## src/rtl/legv8_pkg.sv

```systemverilog
// Shared LEGv8 pipeline constants: load-size encodings and the
// architecturally special register numbers.
package legv8_pkg;

  localparam int DATA_WIDTH = 64;

  typedef enum logic [1:0] {
    LS_BYTE   = 2'b00,
    LS_HALF   = 2'b01,
    LS_WORD   = 2'b10,
    LS_DOUBLE = 2'b11
  } load_size_e;

  localparam logic [4:0] XZR_REG  = 5'd31;
  localparam logic [4:0] LINK_REG = 5'd30;

endpackage

```

## src/rtl/writeback_stage_load_extender.sv

```systemverilog
// Selects the byte/half/word/double field of a load and zero- or
// sign-extends it to the full datapath width.
module load_extender
  import legv8_pkg::*;
#(
  parameter int DATA_WIDTH = legv8_pkg::DATA_WIDTH
) (
  input  logic [DATA_WIDTH-1:0] data,
  input  logic [1:0]            size,
  input  logic                  sign_ext,
  output logic [DATA_WIDTH-1:0] value
);

  always_comb begin
    value = data;
    case (load_size_e'(size))
      LS_BYTE: value = {{(DATA_WIDTH-8){sign_ext & data[7]}}, data[7:0]};
      LS_HALF: value = {{(DATA_WIDTH-16){sign_ext & data[15]}}, data[15:0]};
      LS_WORD: value = {{(DATA_WIDTH-32){sign_ext & data[31]}}, data[31:0]};
      // A double-word load has no room to extend, so signedness is moot.
      LS_DOUBLE: value = data;
      default: value = data;
    endcase
  end

endmodule

```

## src/rtl/writeback_stage.sv

```systemverilog
// MEM/WB pipeline register and write-back mux: drives the register-file
// write port, the forwarding tap and the retired-instruction counter.
module writeback_stage
  import legv8_pkg::*;
#(
  parameter int DATA_WIDTH  = legv8_pkg::DATA_WIDTH,
  parameter int ADDR_WIDTH  = 5,
  parameter int COUNT_WIDTH = 32
) (
  input  logic                   clock,
  input  logic                   reset,
  input  logic                   stall,
  input  logic                   flush,
  input  logic                   mem_valid,
  input  logic [ADDR_WIDTH-1:0]  mem_rd,
  input  logic                   mem_reg_write,
  input  logic                   mem_mem_to_reg,
  input  logic                   mem_link,
  input  logic [1:0]             mem_load_size,
  input  logic                   mem_load_signed,
  input  logic [DATA_WIDTH-1:0]  mem_alu_result,
  input  logic [DATA_WIDTH-1:0]  mem_load_data,
  input  logic [DATA_WIDTH-1:0]  mem_pc,
  output logic [ADDR_WIDTH-1:0]  wr,
  output logic [DATA_WIDTH-1:0]  wv,
  output logic                   rw,
  output logic                   fwd_valid,
  output logic [ADDR_WIDTH-1:0]  fwd_rd,
  output logic [DATA_WIDTH-1:0]  fwd_value,
  output logic [COUNT_WIDTH-1:0] retired_count
);

  logic                   wb_valid_reg;
  logic [ADDR_WIDTH-1:0]  wb_rd_reg;
  logic                   wb_reg_write_reg;
  logic                   wb_mem_to_reg_reg;
  logic                   wb_link_reg;
  logic [1:0]             wb_load_size_reg;
  logic                   wb_load_signed_reg;
  logic [DATA_WIDTH-1:0]  wb_alu_result_reg;
  logic [DATA_WIDTH-1:0]  wb_load_data_reg;
  logic [DATA_WIDTH-1:0]  wb_pc_reg;
  logic [COUNT_WIDTH-1:0] count_reg;

  logic [DATA_WIDTH-1:0]  load_value;

  // Flush only needs to kill valid; the payload fields may keep stale data.
  always_ff @(posedge clock or posedge reset) begin
    if (reset) begin
      wb_valid_reg       <= 1'b0;
      wb_rd_reg          <= '0;
      wb_reg_write_reg   <= 1'b0;
      wb_mem_to_reg_reg  <= 1'b0;
      wb_link_reg        <= 1'b0;
      wb_load_size_reg   <= '0;
      wb_load_signed_reg <= 1'b0;
      wb_alu_result_reg  <= '0;
      wb_load_data_reg   <= '0;
      wb_pc_reg          <= '0;
    end else if (flush) begin
      wb_valid_reg <= 1'b0;
    end else if (!stall) begin
      wb_valid_reg       <= mem_valid;
      wb_rd_reg          <= mem_rd;
      wb_reg_write_reg   <= mem_reg_write;
      wb_mem_to_reg_reg  <= mem_mem_to_reg;
      wb_link_reg        <= mem_link;
      wb_load_size_reg   <= mem_load_size;
      wb_load_signed_reg <= mem_load_signed;
      wb_alu_result_reg  <= mem_alu_result;
      wb_load_data_reg   <= mem_load_data;
      wb_pc_reg          <= mem_pc;
    end
  end

  always_ff @(posedge clock or posedge reset) begin
    if (reset) begin
      count_reg <= '0;
    end else if (!flush && !stall && mem_valid) begin
      count_reg <= count_reg + 1'b1;
    end
  end

  load_extender #(
    .DATA_WIDTH(DATA_WIDTH)
  ) u_load_extender (
    .data     (wb_load_data_reg),
    .size     (wb_load_size_reg),
    .sign_ext (wb_load_signed_reg),
    .value    (load_value)
  );

  always_comb begin
    wr = wb_link_reg ? ADDR_WIDTH'(LINK_REG) : wb_rd_reg;
    if (wb_link_reg) begin
      wv = wb_pc_reg + DATA_WIDTH'(4);
    end else if (wb_mem_to_reg_reg) begin
      wv = load_value;
    end else begin
      wv = wb_alu_result_reg;
    end
    // XZR is a sink: never issue a write to it, even for BL-style links.
    rw = wb_valid_reg & (wb_reg_write_reg | wb_link_reg) & (wr != ADDR_WIDTH'(XZR_REG));
  end

  assign fwd_valid     = rw;
  assign fwd_rd        = rw ? wr : '0;
  assign fwd_value     = rw ? wv : '0;
  assign retired_count = count_reg;

endmodule

```

## config.mk

```make
export PLATFORM = sky130hd
export DESIGN_NAME = writeback_stage
export DESIGN_NICKNAME = d
export VERILOG_FILES = /design/src/rtl/legv8_pkg.sv /design/src/rtl/writeback_stage_load_extender.sv /design/src/rtl/writeback_stage.sv
export SDC_FILE = /design/constraint.sdc
export NUM_CORES = 1
export LEC_CHECK = 0
export ABC_CLOCK_PERIOD_IN_PS = 11600
export CAP_MARGIN = 20
export CORE_UTILIZATION = 48
export DETAILED_ROUTE_END_ITERATION = 6
export PLACE_DENSITY_LB_ADDON = 0.15
export SLEW_MARGIN = 20
export SYNTH_ARGS = -nofsm -noshare
export SYNTH_HDL_FRONTEND = slang
export SYNTH_SLANG_ARGS = --single-unit
```

## constraint.sdc

```tcl
create_clock -name clock -period 11.6 [get_ports clock]
set_clock_uncertainty 0.1 [all_clocks]
set_input_delay 2.32 -clock clock [delete_from_list [all_inputs] [get_ports clock]]
set_output_delay 2.32 -clock clock [all_outputs]
set_load 0.005 [all_outputs]
```

# [Word level (Yosys, flattened, before mapping)]
# Cells that the tools add are included.
[word_totals] rom_bits=0 latch_bits=0 output_inout_bits=172 mem_bits_rw=0 input_bits=208 wordCells=40 ff_bits=236 memories=0
[op_classes] n_div=0 muxes=8 addsub=2 eq_ne=5 n_lt_le_gt_ge=0 n_shift=0 bitwise_logic=8 n_mul=0 n_reduce_logical=6
[op_table] op="$pmux W64 S4" count=1
[op_table] op="$mux W64" count=3
[op_table] op="$add A64 B3 Y64 const B" count=1
[op_table] op="$add A32 B1 Y32 const B" count=1
[op_table] op="$mux W5" count=2
[op_table] op="$and A1 B1 Y1" count=5
[op_table] op="$ne A5 B5 Y1 const B" count=1
[op_table] op="$eq A2 B2 Y1 const B" count=2
[op_table] op="$eq A2 B1 Y1 const B" count=1
[op_table] op="$logic_and A1 B1 Y1" count=2
[op_table] op="$logic_not A1 Y1" count=2
[op_table] op="$logic_not A2 Y1" count=1
[op_table] op="$mux W1" count=2
[op_table] op="$ne A2 B1 Y1 const B" count=1
[op_table] op="$not A1 Y1" count=2
[op_table] op="$reduce_and A2 Y1" count=1
[op_table] op="$or A1 B1 Y1" count=1

# [Longest topological paths before layout]
[logic_depth] ltp_word=5 mapped_depth=10

# [By module]
# From an unflattened synthesis, not the netlist that was laid out.
[unflattened] cells_unflattened=1268 area_unflattened_um2=13377.8
[modules_own_cells] module="writeback_stage" area_each_um2=12356.9 instances=1 seq_area_each_um2=5905.7 cells_each=1119
[modules_own_cells] module="load_extender" area_each_um2=1021.0 instances=1 seq_area_each_um2=0.0 cells_each=149

# [Worst setup path before layout]
# OpenSTA, ideal clock, no wires.
[synth_timing] path_kind="register to output" from="register wb_pc_reg[4]" to="output fwd_value[31]" path_slack_ps=7167 path_buffers=1 stages_incl_launch_ff=8 arrival_ps=2013 cell_sequence="dfrtp_1 > clkbuf_1 > nand3_1 > or4_4 > nor4_4 > a31oi_1 > or3_4 > and2_4"
[synth_via] elab_chain_cells=3
[synth_lines] element="from (decl)" line="writeback_stage.sv:42" text="logic [DATA_WIDTH-1:0] wb_pc_reg;"
[synth_lines] element="from (signal assigned)" line="writeback_stage.sv:72" text="wb_pc_reg <= mem_pc;"
[synth_lines] element="$add A64 B3 Y64" line="writeback_stage.sv:96" text="wv = wb_pc_reg + DATA_WIDTH'(4);"
[synth_lines] element="$mux W64" line="writeback_stage.sv:95" text="if (wb_link_reg) begin"
[synth_lines] element="via wv[31]" line="writeback_stage.sv:25" text="output logic [DATA_WIDTH-1:0] wv,"
[synth_lines] element="$mux W64" line="writeback_stage.sv:108" text="assign fwd_value = rw ? wv : '0;"
[synth_lines] element="to (decl)" line="writeback_stage.sv:29" text="output logic [DATA_WIDTH-1:0] fwd_value,"
# The timed path passes the listed nets, and every way through them passes these cells.

# [Worst setup path in the final report]
[layout_timing] from="register wb_load_size_reg[1]" to="output fwd_value[34]"
[layout_via] elab_chain_cells=5
[layout_lines] element="from (decl)" line="writeback_stage.sv:38" text="logic [1:0] wb_load_size_reg;"
[layout_lines] element="from (signal assigned)" line="writeback_stage.sv:68" text="wb_load_size_reg <= mem_load_size;"
[layout_lines] element="$eq A2 B2 Y1, or another cell as far along" line="writeback_stage_load_extender.sv:16" text="case (load_size_e'(size))"
[layout_lines] element="$pmux W64 S4 *" line="writeback_stage_load_extender.sv:16"
[layout_lines] element="$mux W64 *" line="writeback_stage.sv:97" text="end else if (wb_mem_to_reg_reg) begin"
[layout_lines] element="$mux W64 *" line="writeback_stage.sv:95"
[layout_lines] element="$mux W64 *" line="writeback_stage.sv:108"
# Mark *: on every way between the ends. The rest lies on a longest branch, timed or not. The select of a mux whose other input is x is not followed.

==> results <==
- The run finished with clean final reports.
- The via count of the first global-routing pass was 11000.
- Dividing the detail-routed via count by the number of cells gives 5.80.
- STA classifies the critical path endpoint as a primary output.
- The total count of hold-check failures in the final report is 0.
- The first detailed-routing pass ran for 7 iterations.
- The area enclosed by the die boundary is 27300 um^2.
- The final-layout setup total negative slack is 0 ps.
- For flop-to-flop paths, the worst setup slack is 9580 ps.
- Headroom to the max-slew limit came out at 22.1%.
- Counting flops with a built-in enable in the synthesized netlist gives 0.
- Setup repair after global routing left no endpoint under its margin.
- For this run, the slowest stage of the critical path takes 820 ps.
- The area growth from synthesis to layout is 38.1%.
- The count of instances resized after the clock tree is built is 0.
- The power density over cell area is 148 nW/um^2.
- The fraction of the core area covered by cells at the end of the flow is 67.7%.
- Detailed placement ended at an HPWL of 30800 um.
- The total length of routed wires is 42100 um.
- Buffers added to address setup during post-CTS repair amount to 0.
- TritonCTS built the clock tree.
- The remaining antenna violation count is 0.
- Synthesis handed over a netlist of 1256 instances.
- The final-report max-slew violation count is 0.
- The number of levels the H-tree was split into is 1.
- The detail-routed net length per standard cell is 21.6 um.
- The peak ir drop on the vdd network is 0.136 mV.
- After detailed routing, the number of remaining DRC violations is 0.
- The worst setup path is launched from a register.
- In this run the static leakage power is 7.00 nW.
- The maximum buffer depth of the clock tree is 3.
- Summed over all instances, the cell type with the most area after synthesis is dfrtp_1.
- The post-layout total power is 2.62 mW.
- The transition at the pin with the smallest max-transition slack is 1160 ps.
- The maximum clock frequency is 153 MHz.
- The die is 165 um wide.
- The pin count of the biggest net entering global routing is 103.
- In this run the critical register-to-register path is captured at retired_count[31].
- For this run, asynchronously set or reset flops after synthesis account for 100%.
- The number of buffers created by CTS is 26.
- The critical path is of the reg -> out type.
- The count of vias placed by the detailed router is 11300.
- The simple-gate area share of the yosys netlist is 19.8%.
- The count of different cell masters after synthesis is 66.
- The number of top-level pins is 380.
- The total nets after synthesis is 1466.
- The cell repeated most along the worst path is and2_1.
- The library cell contributing the largest single delay on the critical path is dfrtp_1.
- For the worst-skew pair, the clock arrives at the later sink with an insertion delay of 540 ps.
- The mux contribution to synthesized area is 18.4%.
- By area, the combinational part of the netlist is dominated by simple AND/OR/NAND/NOR gates.
- The peak fanout along the critical path is 22.
- The logic depth of the worst register-to-register path is 6.
- The most used flip-flop cell after synthesis is dfrtp_1.
- The detailed router finished its first iteration with 947 violations.
- The effective utilization at floorplan is 49.0%.
- The fraction of layout cells with a size suffix above 1 is 17.7%.
- The hold path endpoint is retired_count[6].
- The worst path uses 56.4% of the clock period.
- The clock period minus worst slack is 6540 ps.
- In this run the worst hold path is classified as reg -> reg.
- The synthesized design devotes to its leading area cell type 46.2% of total area.
- The number of antenna violations at the first check in global routing is 4.
- Sorting the synthesized cells by area gives the leading types as dfrtp_1 46%, mux2_2 18%, nor2_1 3.4%.
- The total global routing track utilization is 30.9%.
- The die is 165 um tall.
- The core area is 26100 um^2.
- The count of port buffers added during placement is 379.
- Of the total synthesized cell area, the portion taken by full adders, half adders and majority gates is 0.196%.
- The launching point of the worst reg2reg path is retired_count[8].
- The sequential share of the synthesized area is 46.2%.
- The yosys synthesis warning count is 0.
- The area fraction in compound gates after synthesis is 7.86%.
- The CTS clock-pin slew for the worst setup and hold paths is 60 ps.
- The clock net in this run drives a total of 236 sinks.
- In the layout the commonest cells are 379 x clkdlybuf4s50_1, 234 x dfrtp_1, 203 x mux2_2, 114 x nor2_1, 111 x nand2_1.
- The synthesized netlist occupies a cell area of 12800 um^2.
- For the worst setup path, the data arrival time is 4120 ps.
- The count of max-cap constraint violations is 0.
- The layout net count is 1800.
- A synthesized cell averages 10.2 um^2.
- Counting instances, the worst hold path has a depth of 1.
- Summing the areas of all xor and xnor instances in the mapped netlist gives 4.59% of the synthesized area.
- The initialized floorplan defines 59 standard-cell rows.
- The number of flip-flops and latches in the synthesized netlist is 236.
- The count of endpoints failing setup in the final report is 0.
- The critical path goes through or2_1, o21a_1, and2_1, a211oi_1, a211o_1, and2_1, clkdlybuf4s50_1.
- In this run the most critical hold path is launched from retired_count[6].
- The routability congestion estimate from global placement is 0.921.
- For the worst setup path, the data required time is 9180 ps.
- Leaving out fill and tap cells, the most frequent cell in the layout is clkdlybuf4s50_1.
- The tree is rooted in a clkbuf_16.
- The wire length of the first global-routing pass is 64100 um.
- The number of hold-repair buffers added at the cts stage is 0.
- After global routing the overflow that remains totals 0.
[how the worst max path moves through the flow]
stage                              startpoint  cells after the start          endpoint
after floorplan                         reset                      1  retired_count[0]
after global placement    wb_load_size_reg[1]                      7     fwd_value[34]
after detailed placement  wb_load_size_reg[1]                      7     fwd_value[34]
after CTS                 wb_load_size_reg[1]                      7     fwd_value[34]
after global routing      wb_load_size_reg[1]                      7     fwd_value[34]
final                     wb_load_size_reg[1]                      7     fwd_value[34]
[per-stage QoR]
step,std cells,setup slack (ps),hold slack [ps],instance area (um^2)
floorplan,1256,2710,368,12800
global placement,1897,5720,367,16800
detailed placement,1897,5640,378,16800
CTS,1944,5050,392,17600
global route,1945,4850,395,17600
finish,1946,5060,386,17600
[critical path: cells and delay by family (launching register included)]
kind                   cells  cell delay (ps)
flip-flops                 1              820
AND/OR/NAND/NOR            3             1290
AO/OA/AOI/OAI              3             1030
buffers and inverters      1              430
[cell usage after synthesis, types with 2 or more instances]
library cell / number
dfrtp_1: 236
mux2_2: 203
nor2_1: 115
nand2_1: 111
a21oi_1: 62
clkbuf_1: 59
and2_1: 54
nand3_1: 42
xnor2_1: 41
nand4_1: 40
o21ai_0: 32
and3_1: 30
nor3_1: 26
xor2_1: 26
a211oi_1: 18
a31oi_1: 15
buf_2: 14
nor4_1: 13
or3_1: 9
and4_1: 8
buf_1: 8
inv_1: 7
mux2i_1: 7
a211o_1: 5
o31ai_1: 5
or2_2: 5
o21a_1: 4
or4_1: 4
a311oi_1: 3
nand2b_1: 3
nand4_2: 3
nor3_2: 3
o22ai_1: 3
a21boi_0: 2
a21o_1: 2
and3b_1: 2
and4_2: 2
buf_4: 2
ha_1: 2
nor4_4: 2
o21ai_1: 2
o311ai_0: 2
[where the power goes]
part | total [mW] | switching, mW | internal, mW
clock | 0.848 | 0.340 | 0.508
combinational | 0.712 | 0.319 | 0.393
sequential | 1.06 | 0.119 | 0.936
total | 2.62 | 0.779 | 1.84
[kinds of logic after synthesis]
family | Yosys count
simple gates | 485
buf+inv | 91
mux | 210
compound gates | 165
fa+ha+maj | 2
flops | 236
xor+xnor | 67
[metal layers]
layer  vias to the layer above  part of all wire [%]  track usage, %
met5                         -                 0.088               0
met4                         6                   3.4            9.88
met3                       103                   8.5            6.77
met2                       529                    47            49.4
met1                      5485                    41            41.6
li1                       5172                     -               -
[final cells by class]
| cell class | count | area (um^2) |
|---|---|---|
| multi-input cells | 929 | 6510 |
| clock inverters | 6 | 91.3 |
| flip-flops and latches | 236 | 5910 |
| diodes | 2 | 5.00 |
| repair buffers | 390 | 3880 |
| inverters | 7 | 33.8 |
| fillers | 2099 | 8420 |
| well taps | 335 | 419 |
| clock buffers | 41 | 787 |
Power figures use the tool's default switching activity.
